<file path="config.mk">
export PLATFORM = sky130hd
export DESIGN_NAME = conv_bias_relu
export DESIGN_NICKNAME = d
export VERILOG_FILES = /design/src/rtl/conv_pkg.sv /design/src/rtl/post_sat_unit.sv /design/src/rtl/conv_bias_relu.sv
export SDC_FILE = /design/constraint.sdc
export NUM_CORES = 1
export LEC_CHECK = 0
export CAP_MARGIN = 40
export CORE_MARGIN = 4
export CORE_UTILIZATION = 60
export CTS_BUF_LIST = sky130_fd_sc_hd__clkbuf_4
export DETAILED_ROUTE_END_ITERATION = 8
export GPL_TIMING_DRIVEN = 0
export PLACE_DENSITY = 0.78
export RECOVER_POWER = 25
export SYNTH_ARGS = -nofsm -noshare
export SYNTH_HDL_FRONTEND = slang
export SYNTH_SLANG_ARGS = --single-unit
</file>
<file path="constraint.sdc">
create_clock -name clk -period 14.1 [get_ports clk]
set_input_delay 2.82 -clock clk [delete_from_list [all_inputs] [get_ports clk]]
set_output_delay 2.82 -clock clk [all_outputs]
set_load 0.005 [all_outputs]
</file>
<file path="src/rtl/conv_pkg.sv">
// Shared types, default sizes and the shift/saturate helper for the
// conv bias + ReLU + requantize stage.
package conv_pkg;

   localparam int DATA_W  = 32;
   localparam int OUT_W   = 16;
   localparam int NUM_CH  = 32;
   localparam int NUM_PIX = 16384;
   localparam int SHIFT   = 8;

   typedef enum logic [1:0] {
      LOAD_BIAS,
      RUN,
      DRAIN,
      DONE
   } post_state_t;

   // Arithmetic right shift of a DATA_W+1 bit sum, clamped to a signed
   // out_w-bit range. The result stays DATA_W+1 wide; callers narrow it.
   function automatic logic signed [DATA_W:0] sat_shift(
      input logic signed [DATA_W:0] sum,
      input int                     shift,
      input int                     out_w
   );
      logic signed [DATA_W:0] q;
      logic signed [DATA_W:0] hi;
      logic signed [DATA_W:0] lo;
      logic signed [DATA_W:0] one;
      one = 1;
      q   = sum >>> shift;
      hi  = (one <<< (out_w - 1)) - one;
      lo  = ~hi;
      if (q > hi) begin
         return hi;
      end else if (q < lo) begin
         return lo;
      end else begin
         return q;
      end
   endfunction

endpackage

</file>
<file path="src/rtl/post_sat_unit.sv">
// Combinational add-bias / ReLU / shift / saturate datapath.
// ReLU is applied only when CONV_BIAS_RELU_EN is defined.
module post_sat_unit
   import conv_pkg::*;
#(
   parameter int DATA_W = conv_pkg::DATA_W,
   parameter int OUT_W  = conv_pkg::OUT_W,
   parameter int SHIFT  = conv_pkg::SHIFT
) (
   input  logic [DATA_W-1:0] i_conv,
   input  logic [DATA_W-1:0] i_bias,
   output logic [OUT_W-1:0]  o_result
);

   logic signed [DATA_W:0] w_sum;
   logic signed [DATA_W:0] w_act;
   logic signed [DATA_W:0] w_sat;

   // One extra bit of headroom so the add can never overflow.
   assign w_sum = $signed({i_conv[DATA_W-1], i_conv}) + $signed({i_bias[DATA_W-1], i_bias});

`ifdef CONV_BIAS_RELU_EN
   assign w_act = w_sum[DATA_W] ? '0 : w_sum;
`else
   assign w_act = w_sum;
`endif

   assign w_sat    = sat_shift(w_act, SHIFT, OUT_W);
   assign o_result = OUT_W'(w_sat);

endmodule

</file>
<file path="src/rtl/conv_bias_relu.sv">
// Bias load, per-channel bias add, optional ReLU (CONV_BIAS_RELU_EN) and
// requantization of first-layer conv accumulations, with a one-register output.
module conv_bias_relu
   import conv_pkg::*;
#(
   parameter int DATA_W  = conv_pkg::DATA_W,
   parameter int OUT_W   = conv_pkg::OUT_W,
   parameter int NUM_CH  = conv_pkg::NUM_CH,
   parameter int NUM_PIX = conv_pkg::NUM_PIX,
   parameter int SHIFT   = conv_pkg::SHIFT
) (
   input  logic              clk,
   input  logic              reset,
   input  logic [DATA_W-1:0] biases,
   input  logic              biases_vld,
   output logic              biases_rdy,
   input  logic [DATA_W-1:0] conv_data,
   input  logic              conv_vld,
   output logic              conv_rdy,
   output logic [OUT_W-1:0]  out_data,
   output logic              out_vld,
   input  logic              out_rdy,
   output logic              layer_done,
   output post_state_t       o_dbg_state
);

   localparam int CH_W  = (NUM_CH  > 1) ? $clog2(NUM_CH)  : 1;
   localparam int PIX_W = (NUM_PIX > 1) ? $clog2(NUM_PIX) : 1;
   localparam logic [CH_W-1:0]  LAST_CH  = CH_W'(NUM_CH - 1);
   localparam logic [PIX_W-1:0] LAST_PIX = PIX_W'(NUM_PIX - 1);

   post_state_t       r_state;
   post_state_t       w_next_state;
   logic [CH_W-1:0]   r_bias_cnt;
   logic [CH_W-1:0]   r_ch_cnt;
   logic [PIX_W-1:0]  r_pix_cnt;
   logic [DATA_W-1:0] r_bias_mem [NUM_CH];
   logic              r_biases_rdy;
   logic              r_out_vld;
   logic [OUT_W-1:0]  r_out_data;

   logic              w_bias_hs;
   logic              w_conv_rdy;
   logic              w_conv_hs;
   logic              w_out_hs;
   logic              w_last_beat;
   logic              w_layer_done;
   logic [OUT_W-1:0]  w_result;

   // Handshakes: a beat moves on a rising edge where vld && rdy; vld holds its
   // data until taken, rdy never depends on vld.
   assign w_bias_hs   = biases_vld && r_biases_rdy;
   assign w_conv_hs   = conv_vld && w_conv_rdy;
   assign w_out_hs    = r_out_vld && out_rdy;
   assign w_last_beat = (r_ch_cnt == LAST_CH) && (r_pix_cnt == LAST_PIX);

   post_sat_unit #(
      .DATA_W (DATA_W),
      .OUT_W  (OUT_W),
      .SHIFT  (SHIFT)
   ) u_post_sat (
      .i_conv   (conv_data),
      .i_bias   (r_bias_mem[r_ch_cnt]),
      .o_result (w_result)
   );

   always_ff @(posedge clk) begin
      if (reset) begin
         r_state <= LOAD_BIAS;
      end else begin
         r_state <= w_next_state;
      end
   end

   always_comb begin
      w_next_state = r_state;
      w_conv_rdy   = 1'b0;
      w_layer_done = 1'b0;
      case (r_state)
         LOAD_BIAS: begin
            if (w_bias_hs && (r_bias_cnt == LAST_CH)) begin
               w_next_state = RUN;
            end
         end
         RUN: begin
            // Accept when the output register is empty or being emptied now.
            w_conv_rdy = !r_out_vld || out_rdy;
            if (conv_vld && w_conv_rdy && w_last_beat) begin
               w_next_state = DRAIN;
            end
         end
         DRAIN: begin
            if (w_out_hs) begin
               w_next_state = DONE;
            end
         end
         DONE: begin
            w_layer_done = 1'b1;
         end
         default: begin
            w_next_state = LOAD_BIAS;
         end
      endcase
   end

   // Bias RAM is deliberately not reset; it is always reloaded before use.
   always_ff @(posedge clk) begin
      if (w_bias_hs) begin
         r_bias_mem[r_bias_cnt] <= biases;
      end
   end

   always_ff @(posedge clk) begin
      if (reset) begin
         r_bias_cnt   <= '0;
         r_biases_rdy <= 1'b0;
      end else begin
         r_biases_rdy <= (w_next_state == LOAD_BIAS);
         if (w_bias_hs) begin
            r_bias_cnt <= (r_bias_cnt == LAST_CH) ? '0 : r_bias_cnt + CH_W'(1);
         end
      end
   end

   always_ff @(posedge clk) begin
      if (reset) begin
         r_ch_cnt  <= '0;
         r_pix_cnt <= '0;
      end else if (w_conv_hs) begin
         if (r_ch_cnt == LAST_CH) begin
            r_ch_cnt  <= '0;
            r_pix_cnt <= (r_pix_cnt == LAST_PIX) ? '0 : r_pix_cnt + PIX_W'(1);
         end else begin
            r_ch_cnt <= r_ch_cnt + CH_W'(1);
         end
      end
   end

   // A new result may overwrite the register in the same cycle it is drained.
   always_ff @(posedge clk) begin
      if (reset) begin
         r_out_vld  <= 1'b0;
         r_out_data <= '0;
      end else if (w_conv_hs) begin
         r_out_vld  <= 1'b1;
         r_out_data <= w_result;
      end else if (w_out_hs) begin
         r_out_vld <= 1'b0;
      end
   end

   assign biases_rdy  = r_biases_rdy;
   assign conv_rdy    = w_conv_rdy;
   assign out_vld     = r_out_vld;
   assign out_data    = r_out_data;
   assign layer_done  = w_layer_done;
   assign o_dbg_state = r_state;

endmodule

</file>
==> results by group, run 1 <==
Clock tree
  – Skew-Pair Late Insertion Delay: 1110 ps
  – Clock slew at reported path FFs: 60 ps
  – Root Driver: clkbuf_4
  – Hold buffer count at cts: 0
  – Post-CTS Setup Bufs: 0
  – Clock tree buffer depth: 4
  – CTS buffer count: 281
  – H-tree level count: 5
  – CTS tree: built
  – Post-CTS Resized: 0
  – Clock Sinks: 1073

Synthesis
  – Synth Flop Type: edfxtp_1
  – Async set-reset flop share out of synthesis: 0%
  – Warnings from Yosys: 0
  – Synth cell types: 67
  – Mapped Area: 43000 um^2
  – Yosys reg bits: 1073
  – Mapped Nets: 2141
  – Syn_area_per_cell: 21.1 um^2
  – Syn Inst Count: 2033
  – Register area share after synthesis: 73.8%
  – EDFF count, synth: 1024

Cells and area
  – Area grow syn2layout: 16.5%
  – Share of cells above drive strength 1: 33.9%
  – Fin nets: 2636
  – Fillers: 4099

Status
  – Status: completed

Worst setup path
  – CP Launch Type: input pin
  – Cells on worst reg2reg path: 19
  – R2r setup slk: 6970 ps
  – Worst path most repeated cell: clkdlybuf4s50_1
  – CP max stage cell: clkdlybuf4s50_1
  – Worst R2R End: out_data[1]$_SDFFE_PP0P_
  – Worst Setup End Kind: output port
  – WP data required: 11280 ps
  – Setup CP Type: input pin to output port
  – Max stage delay on crit path: 550 ps
  – CP cell instances: clkdlybuf4s50_1 -> nand2b_1 -> nand2_1 -> nor2_1 -> clkdlybuf4s50_1
  – Worst Setup EP: conv_rdy
  – Worst EP arrival: 4320 ps
  – Worst Setup SP: out_rdy
  – Crit-path leading delay family: buffers and inverters
  – CP Buf/Inv Count: 2
  – CP max FO: 4
  – Cell count along the critical path: 5

Die
  – Num rows: 97
  – Core area: 70500 um^2
  – Chip height: 276 um
  – Starting density of the core: 61.0%
  – Die Wd: 276 um
  – Die area: 76000 um^2
  – Ports: 91

GRT
  – Total GRT Usage: 30.2%
  – Vias in the first global route: 24.6k
  – Initial antenna violation count: 12
  – Global-route wire length before repair: 161 mm
  – Total grt overflow: 0
  – Largest net degree at the start of global routing: 33

Routing
  – Remaining DRCs: 0
  – DR iter-0 viols: 3251
  – Antenna violation net count after detailed routing: 0
  – Pre-antenna DRT Iters: 5
  – Detailed Route WL: 112 mm
  – Drt via density: 6.53
  – Wirelength per Cell: 30.7 um
  – DR vias: 23.8k

Pwr
  – Peak supply drop: 0.0613 mV
  – Leak: 15.7 nW
  – P per Cell Area: 124 nW/um^2

Place
  – GP Congestion: 0.866
  – IO buf count: 90
  – HPWL after DPL: 76.9 mm

STA
  – Final setup fails: 0
  – Post-layout minimum cycle time: 7140 ps
  – Fin. Hold Viols: 0
  – Fmax: 140 MHz
  – Period utilisation layout: 50.7%
  – Actual slew at the worst max-slew pin: 1360 ps
  – Relative slew margins: 9.61%
  – WHS: 487 ps
  – Setup total negative slack: 0 ps
  – Unrepaired setup endpoints after global routing: no
  – Max Clock Skew: 93.5 ps
  – Final-report max-slew violation count: 0

Worst hold path
  – Classification of the worst-slack hold path: flop to flop
  – Hold depth: 2

Job
  – Maximum Capacitance Violations: 0
-- state kept, by name, indices dropped and copies added, names as in the netlist, named ones only --
signal and cells:
biases_rdy 1, out_data 16, r_ch_cnt 5, r_bias_mem 1024, r_bias_cnt 5, r_pix_cnt 14, out_vld 1, o_dbg_state 2
-- metrics by stage --
| stage | utilization, % | power, W | instance area, um^2 | std cells | setup slack [ps] |
|---|---|---|---|---|---|
| 3_3_place_gp | 63.9 | 0.00375 | 45100 | 3063 | 3930 |
| 2_1_floorplan | - | 0.00366 | 43000 | 2033 | 7870 |
| 6_report | 71.0 | 0.00621 | 50100 | 3645 | 6960 |
| 3_5_place_dp | 66.2 | 0.00376 | 46700 | 3164 | 6950 |
| 5_1_grt | 71.0 | 0.00647 | 50100 | 3642 | 6630 |
| 4_1_cts | 70.8 | 0.00624 | 49900 | 3618 | 6880 |
-- worst reg2reg max path: cells and delay by family, from the launching register on --
kind	cells	cell delay (ps)
flip-flops	1	320
buffers and inverters	5	2340
AO/OA/AOI/OAI	10	2590
adder cells (fa/ha/maj)	1	390
multiplexers	3	1320
-- synth_stat cells (all sizes together) (10+ instances only) --
| library cell | instances | area share (%) |
|---|---|---|
| nor3 | 19 | 0.22 |
| edfxtp | 1024 | 72 |
| nand2 | 58 | 0.51 |
| a21o | 10 | 0.17 |
| xnor2 | 17 | 0.35 |
| clkbuf | 74 | 0.65 |
| nand3 | 19 | 0.22 |
| mux2 | 32 | 0.84 |
| mux2i | 13 | 0.30 |
| o21ai | 20 | 0.25 |
| o21a | 10 | 0.17 |
| dfxtp | 49 | 2.3 |
| nand4 | 23 | 0.33 |
| a21oi | 51 | 0.61 |
| o32ai | 14 | 0.46 |
| buf | 31 | 0.36 |
| or3 | 15 | 0.22 |
| ha | 39 | 1.1 |
| xor2 | 20 | 0.41 |
| mux4 | 315 | 17 |
| nor2 | 84 | 0.73 |
-- layer usage --
layer | share of wire, % | global-route usage (%) | vias to the layer above
met3 | 12 | 8.73 | 254
met5 | 0.063 | 0 | -
met4 | 3.4 | 11.2 | 10
met2 | 49 | 48.2 | 1740
li1 | - | - | 9743
met1 | 36 | 40.4 | 12000
-- layout by cell type, fill, tap and decap left out, types with 19 or more instances in the layout --
cell,netlist,layout
clkdlybuf4s50_1,0,66
nand4_1,23,23
buf_12,1,25
dlygate4sd3_1,0,24
clkbuf_4,0,381
edfxtp_1,1024,1024
buf_4,0,19
mux2_2,32,32
buf_6,3,36
clkbuf_1,74,93
buf_1,27,27
a21oi_1,49,49
clkinv_1,0,56
dfxtp_1,49,49
mux4_2,315,315
nand3_1,19,19
xor2_1,20,20
nor2_4,0,25
nand2_1,57,57
ha_1,39,39
nor2_1,84,59
buf_8,0,24
-- cell type report --
| class | instances | area, um^2 | area share [%] |
|---|---|---|---|
| tap | 940 | 1180 | 2.35 |
| clock inverter | 73 | 393 | 0.785 |
| timing repair buffer | 212 | 2410 | 4.81 |
| clock buffer | 381 | 2860 | 5.71 |
| buffer | 105 | 433 | 0.865 |
| inverter | 9 | 33.8 | 0.0675 |
| sequential | 1073 | 31700 | 63.4 |
| multi-input combinational | 846 | 11000 | 22.0 |
| antenna | 6 | 15.0 | 0.0300 |
-- worst min-delay path by stage --
stage | start | end | slack (ps)
2_1_floorplan | r_ch_cnt[4]$_SDFFE_PP0P_ | flop | 450
4_1_cts | r_ch_cnt[4]$_SDFFE_PP0P_ | flop | 480
6_report | r_ch_cnt[4]$_SDFFE_PP0P_ | flop | 490
5_1_grt | r_ch_cnt[4]$_SDFFE_PP0P_ | flop | 510
3_5_place_dp | r_ch_cnt[4]$_SDFFE_PP0P_ | r_ch_cnt[4]$_SDFFE_PP0P_ | 480
3_3_place_gp | r_ch_cnt[4]$_SDFFE_PP0P_ | r_ch_cnt[4]$_SDFFE_PP0P_ | 480
-- cells by family after synthesis --
kind of cell	share of synthesized area [%]
AOI/OAI and AO/OA	2.66
xor gates and xnor gates	0.754
adders and majority gates	1.14
buffers and inverters	1.09
DFF	73.8
muxes	17.6
and+or+nand+nor	2.91
-- where the power goes --
part / internal, W / switching (W) / total (W)
Sequential: 0.00349 / 0.00000269 / 0.00350
Clock: 0.00132 / 0.00120 / 0.00252
Combinational: 0.0000683 / 0.000127 / 0.000196
Note: power is estimated with default switching activity, not from simulation.
==> run 2, diff against run 1 <==
==> constraint.sdc (replaced) <==
create_clock -name clk -period 6.9 [get_ports clk]
set_input_delay 1.38 -clock clk [delete_from_list [all_inputs] [get_ports clk]]
set_output_delay 1.38 -clock clk [all_outputs]
set_load 0.005 [all_outputs]
==> run 2 against run 1 <==
  * Critical path depth rose by 15
  * Sequential power rose by 100%
  * Critical endpoint is now out_data[1]$_SDFFE_PP0P_
  * Routed wire length rose by 0.22%
  * Hold slack improved by 7.2 ps
  * Cell area barely moved
  * Via count rose by 0.81%
  * Combinational power rose by 100%
  * Highest routed layer unchanged
  * Utilization barely moved
  * Sequential share of layout area barely moved
  * First-iteration DRC count fell by 1.3%
  * Largest power group unchanged
  * Die area did not move
==> results by group, run 2 (synthesized netlist as in run 1, its figures left out) <==
Pwr
  – Peak supply drop: 0.126 mV
  – Leak: 15.7 nW
  – P per Cell Area: 254 nW/um^2
  – Net load switching power: 0.00273 W
  – Seq pwr share: 56.3%
  – Combinational power share: 3.2%
  – Switching Share: 21.5%
  – Clock power frac: 40.6%
  – P_int: 0.00997 W

STA
  – Final-report max-slew violation count: 0
  – Final setup fails: 0
  – Actual slew at the worst max-slew pin: 1340 ps
  – Unrepaired setup endpoints after global routing: no
  – Period utilisation layout: 94.0%
  – Post-layout minimum cycle time: 6490 ps
  – Fmax: 154 MHz
  – Setup total negative slack: 0 ps
  – Fin. Hold Viols: 0
  – Max Clock Skew: 95.8 ps
  – Relative slew margins: 10.5%

Place
  – Placed cell areas: 46700 um^2
  – Placed Cells: 3164
  – IO buf count: 90
  – GP Congestion: 0.866
  – HPWL after DPL: 76.9 mm

Routing
  – Wirelength per Cell: 30.8 um
  – Detailed Route WL: 112 mm
  – DR iter-0 viols: 3209
  – Antenna violation net count after detailed routing: 0
  – Pre-antenna DRT Iters: 6
  – Drt via density: 6.58
  – Remaining DRCs: 0
  – DR vias: 24.0k

GRT
  – Global-route wire length before repair: 161 mm
  – Initial antenna violation count: 12
  – Total GRT Usage: 30.2%
  – Total grt overflow: 0
  – Vias in the first global route: 24.6k
  – Largest net degree at the start of global routing: 33

Clock tree
  – Skew-Pair Late Insertion Delay: 1120 ps
  – H-tree level count: 5
  – CTS tree: built
  – Post-CTS Setup Bufs: 0
  – Clock Sinks: 1073
  – CTS buffer count: 281
  – Clock tree buffer depth: 4
  – Clock slew at reported path FFs: 70 ps
  – Root Driver: clkbuf_4

Worst setup path
  – Worst Setup End Kind: flop
  – Worst R2R End: out_data[1]$_SDFFE_PP0P_
  – R2r setup slk: 410 ps
  – Worst EP arrival: 7470 ps
  – Cells on worst reg2reg path: 20
  – WP data required: 7880 ps
  – Setup CP Type: flop to flop
  – CP max FO: 10
  – CP Launch Type: flop
  – Worst Setup EP: out_data[1]$_SDFFE_PP0P_

Cells and area
  – Area grow syn2layout: 16.5%
  – Fin nets: 2635
  – Max reg flops: 1024
  – Non-Filler Instances: 3645
  – Most frequent cells in the layout: edfxtp_1 (1024), clkbuf_4 (381), mux4_2 (315), clkbuf_1 (86), clkdlybuf4s50_1 (66)
  – Design area: 50100 um^2
  – Most flops, register: r_bias_mem
  – Share of cells above drive strength 1: 34.2%
  – Commonest non-fill, non-tap cell in the layout: edfxtp_1

Job
  – Maximum Capacitance Violations: 0

Die
  – Die Wd: 276 um
  – Starting density of the core: 61.0%
  – Die area: 76000 um^2
  – Num rows: 97
  – Ports: 91
  – Chip height: 276 um
  – Core area: 70500 um^2

Status
  – Status: completed

Worst hold path
  – HP Start: out_data[15]$_SDFFE_PP0P_
  – Classification of the worst-slack hold path: flop to flop
run 2: changes by cell type in the layout (fill, tap and decap cells not counted), sizes merged:
cell,previous run,this run
diode,6,7
buf,134,132
clkbuf,474,475
run 2: worst min-delay path by stage:
stage	slack (ps)	endpoint	cells after the start
after floorplan	450	flop	2
after global placement	480	r_ch_cnt[4]$_SDFFE_PP0P_	2
after detailed placement	480	r_ch_cnt[4]$_SDFFE_PP0P_	2
after CTS	480	flop	2
after global routing	510	flop	2
final	490	out_data[15]$_SDFFE_PP0P_	2
run 2: layer usage:
layer	share of wire (%)	routed length [um]	GRT usage (%)	vias up
met1	36	40000	40.4	12100
met2	49	54800	48.2	1824
li1	-	-	-	9733
met3	12	13500	8.73	288
met5	0.063	71	0	-
met4	3.4	3820	11.2	10
run 2: layout make-up:
type / count / area (um^2)
fill: 4101 / 20400
buffer: 104 / 439
sequential: 1073 / 31700
timing repair buffer: 212 / 2410
tap: 940 / 1180
clock inverter: 73 / 393
clock buffer: 381 / 2860
antenna: 7 / 17.5
multi-input combinational: 846 / 11000
inverter: 9 / 33.8
run 2: repair_timing:
item / 4_1_cts / 5_1_grt
gates resized for setup: 1 / 14
setup endpoints to repair: 15 / 15
pin swaps: 0 / 0
hold buffers: 0 / 0
run 2: power groups by stage:
stage / sequential [W] / combinational (W) / clock, W
global route: 0.00714 / 0.000433 / 0.00565
finish: 0.00715 / 0.000401 / 0.00516
global placement: 0.00729 / 0.000365 / 0
floorplan: 0.00728 / 0.000185 / 0
detailed placement: 0.00729 / 0.000392 / 0
CTS: 0.00715 / 0.000394 / 0.00522
run 2: worst max-delay path, cell delays in order (launching register included):
cell      delay [ps]
dfxtp_1          330
buf_6            180
buf_12           170
clkbuf_1         450
clkbuf_1         550
mux4_2           430
mux4_2           520
mux2_2           380
ha_1             300
clkbuf_1         300
nand4_1          210
or2_2            370
nor3_1           260
nand3_1          130
o211ai_2         420
a21oi_1          130
nor3_1           330
nand4_1          170
o41a_4           430
buf_6            170
o32ai_2           90
run 2: stage by stage:
step / hold WS (ps) / setup slack [ps] / power (W) / util [%]
final: 494 / 413 / 0.0127 / 71.0
after detailed placement: 480 / -249 / 0.00768 / 66.2
after floorplan: 455 / 1300 / 0.00747 / -
after CTS: 484 / 70.2 / 0.0128 / 70.8
after global routing: 511 / 43.1 / 0.0132 / 71.0
after global placement: 476 / -1830 / 0.00765 / 63.9
==> run 3, diff against run 2 <==
--- a/config.mk
+++ b/config.mk
@@ -10,7 +10,6 @@
 export CORE_UTILIZATION = 60
 export CTS_BUF_LIST = sky130_fd_sc_hd__clkbuf_4
 export DETAILED_ROUTE_END_ITERATION = 8
-export GPL_TIMING_DRIVEN = 0
 export PLACE_DENSITY = 0.78
 export RECOVER_POWER = 25
 export SYNTH_ARGS = -nofsm -noshare
==> run 3 against run 2 <==
  * Fmax up 13%
  * Worst setup slack better by 730 ps
  * Hold slack worse by 5.4 ps
  * Routed wire length shrank 3.3%
  * Final cell count fell by 3.9%
  * Die area is the same
  * Global-route usage fell by 1.1 points
  * Sequential cell count is the same
  * Sequential share of layout area grew 1.3 points
  * Via count fell by 3.2%
  * Combinational power shrank 1%
  * Sequential power barely moved
  * Critical path type unchanged
  * Largest power group unchanged
==> results by group, run 3 (synthesized netlist as in run 1, its figures left out) <==
Status
  – Status: completed

Cells and area
  – Fin nets: 2506
  – Commonest non-fill, non-tap cell in the layout: edfxtp_1
  – Area grow syn2layout: 14.3%
  – Fillers: 4189
  – Fin util: 69.7%
  – Share of cells above drive strength 1: 35.0%
  – Most frequent cells in the layout: edfxtp_1 (1024), clkbuf_4 (387), mux4_2 (315), clkdlybuf4s50_1 (69), nor2_1 (59)
  – Most flops, register: r_bias_mem
  – Max reg flops: 1024

Routing
  – Drt via density: 6.63
  – Pre-antenna DRT Iters: 6
  – Detailed Route WL: 108 mm
  – Remaining DRCs: 0
  – DR vias: 23.2k
  – DR iter-0 viols: 3334
  – Wirelength per Cell: 31.0 um
  – Antenna violation net count after detailed routing: 0

STA
  – Unrepaired setup endpoints after global routing: no
  – Fin. Hold Viols: 0
  – Final setup fails: 0
  – Period utilisation layout: 83.4%
  – Actual slew at the worst max-slew pin: 1270 ps
  – Setup total negative slack: 0 ps
  – Post-layout minimum cycle time: 5750 ps
  – Final-report max-slew violation count: 0
  – Fmax: 174 MHz
  – Max Clock Skew: 108 ps
  – Relative slew margins: 15.2%

Clock tree
  – CTS tree: built
  – H-tree level count: 5
  – Root Driver: clkbuf_4
  – Clock tree buffer depth: 4
  – Skew-Pair Late Insertion Delay: 1110 ps
  – Hold buffer count at cts: 0
  – Post-CTS Resized: 0
  – Post-CTS Setup Bufs: 0
  – Clock slew at reported path FFs: 70 ps
  – CTS buffer count: 281
  – Clock Sinks: 1073

GRT
  – Total GRT Usage: 29.1%
  – Vias in the first global route: 23.5k
  – Largest net degree at the start of global routing: 76
  – Total grt overflow: 0
  – Global-route wire length before repair: 156 mm
  – Initial antenna violation count: 3

Die
  – Chip height: 276 um
  – Die Wd: 276 um
  – Ports: 91
  – Core area: 70500 um^2
  – Num rows: 97
  – Starting density of the core: 61.0%
  – Die area: 76000 um^2

Worst setup path
  – CP max stage cell: dfxtp_4
  – Cells on worst reg2reg path: 16
  – Worst EP arrival: 6630 ps
  – CP max FO: 75
  – Max stage delay on crit path: 740 ps
  – CP cell instances: buf_12 -> buf_4 -> mux4_2 -> mux4_2 -> mux2_2 -> ha_1 -> a21oi_1 -> o21bai_1 -> a21oi_1 -> o21ai_0 -> a221oi_1 -> o21ai_2 -> xor2_1 -> nor3_1 -> a41o_2 -> o32ai_1
  – WP data required: 7770 ps
  – Worst Setup End Kind: flop
  – Setup CP Type: flop to flop
  – R2r setup slk: 1150 ps
  – Worst R2R End: out_data[12]$_SDFFE_PP0P_
  – CP Launch Type: flop

Pwr
  – Total power: 0.0126 W
  – P per Cell Area: 256 nW/um^2
  – Leak: 15.3 nW
  – Peak supply drop: 0.125 mV

Worst hold path
  – HP Start: r_ch_cnt[4]$_SDFFE_PP0P_
  – Hold depth: 2
  – Classification of the worst-slack hold path: flop to flop

Job
  – Maximum Capacitance Violations: 0

Place
  – HPWL after DPL: 62.7 mm
  – GP Congestion: 0.906
  – IO buf count: 90
run 3: changes by cell type in the layout (fill, tap and decap cells not counted), moves of 6 or more:
cell,previous run,this run
clkbuf_4,381,387
buf_4,19,51
buf_1,25,0
buf_6,36,0
buf_12,25,18
clkbuf_1,86,16
clkinv_1,56,45
clkbuf_2,8,0
buf_8,24,5
run 3: final cells by class:
| class | instances | area (um^2) | share of cell area, % |
|---|---|---|---|
| sequential | 1073 | 31700 | 64.6 |
| multi-input combinational | 846 | 11000 | 22.4 |
| clock buffer | 387 | 2910 | 5.91 |
| timing repair buffer | 187 | 1970 | 4.00 |
| tap | 940 | 1180 | 2.39 |
| clock inverter | 57 | 277 | 0.563 |
| inverter | 9 | 33.8 | 0.0688 |
| antenna | 3 | 7.51 | 0.0153 |
run 3: worst max path at each step:
stage | from | to | slack (ps) | cells past startpoint
floorplan | flop | out_data[0]$_SDFFE_PP0P_ | 1300 | 19
global placement | flop | out_data[13]$_SDFFE_PP0P_ | 1270 | 16
detailed placement | flop | out_data[14]$_SDFFE_PP0P_ | 1260 | 16
CTS | flop | out_data[12]$_SDFFE_PP0P_ | 1180 | 16
global route | flop | out_data[13]$_SDFFE_PP0P_ | 800 | 16
finish | flop | out_data[12]$_SDFFE_PP0P_ | 1150 | 16
run 3: report_power, final:
| part | switching [W] | total (W) | internal [W] |
|---|---|---|---|
| Sequential | 0.00000530 | 0.00715 | 0.00714 |
| Combinational | 0.000258 | 0.000395 | 0.000136 |
| Clock | 0.00241 | 0.00505 | 0.00264 |
| Total | 0.00267 | 0.0126 | 0.00992 |
run 3: worst max-delay path, delay by kind of cell (launching register included):
family                   cells  cell delay, ps
AO/OA/AOI/OAI                8            1730
XOR/XNOR                     1             170
adder cells (fa/ha/maj)      1             390
buffers and inverters        2             910
flip-flops                   1             740
multiplexers                 3            1210
AND/OR/NAND/NOR              1             220
run 3: stage by stage:
stage	hold slack, ps	instance area, um^2	instances	setup slack (ps)
after floorplan	455	43000	2033	1300
after global placement	463	45400	3015	1270
after detailed placement	475	45900	3039	1260
after CTS	490	49000	3483	1180
after global routing	537	49100	3500	801
final	489	49100	3502	1150
run 3: metal layers:
metal | vias to the layer above | wire length [um] | GRT usage (%)
met5 | - | 8 | 0
met4 | 2 | 2410 | 8.96
met3 | 180 | 13500 | 8.34
met2 | 1678 | 51600 | 44.0
met1 | 11900 | 40900 | 42.3
li1 | 9441 | - | -
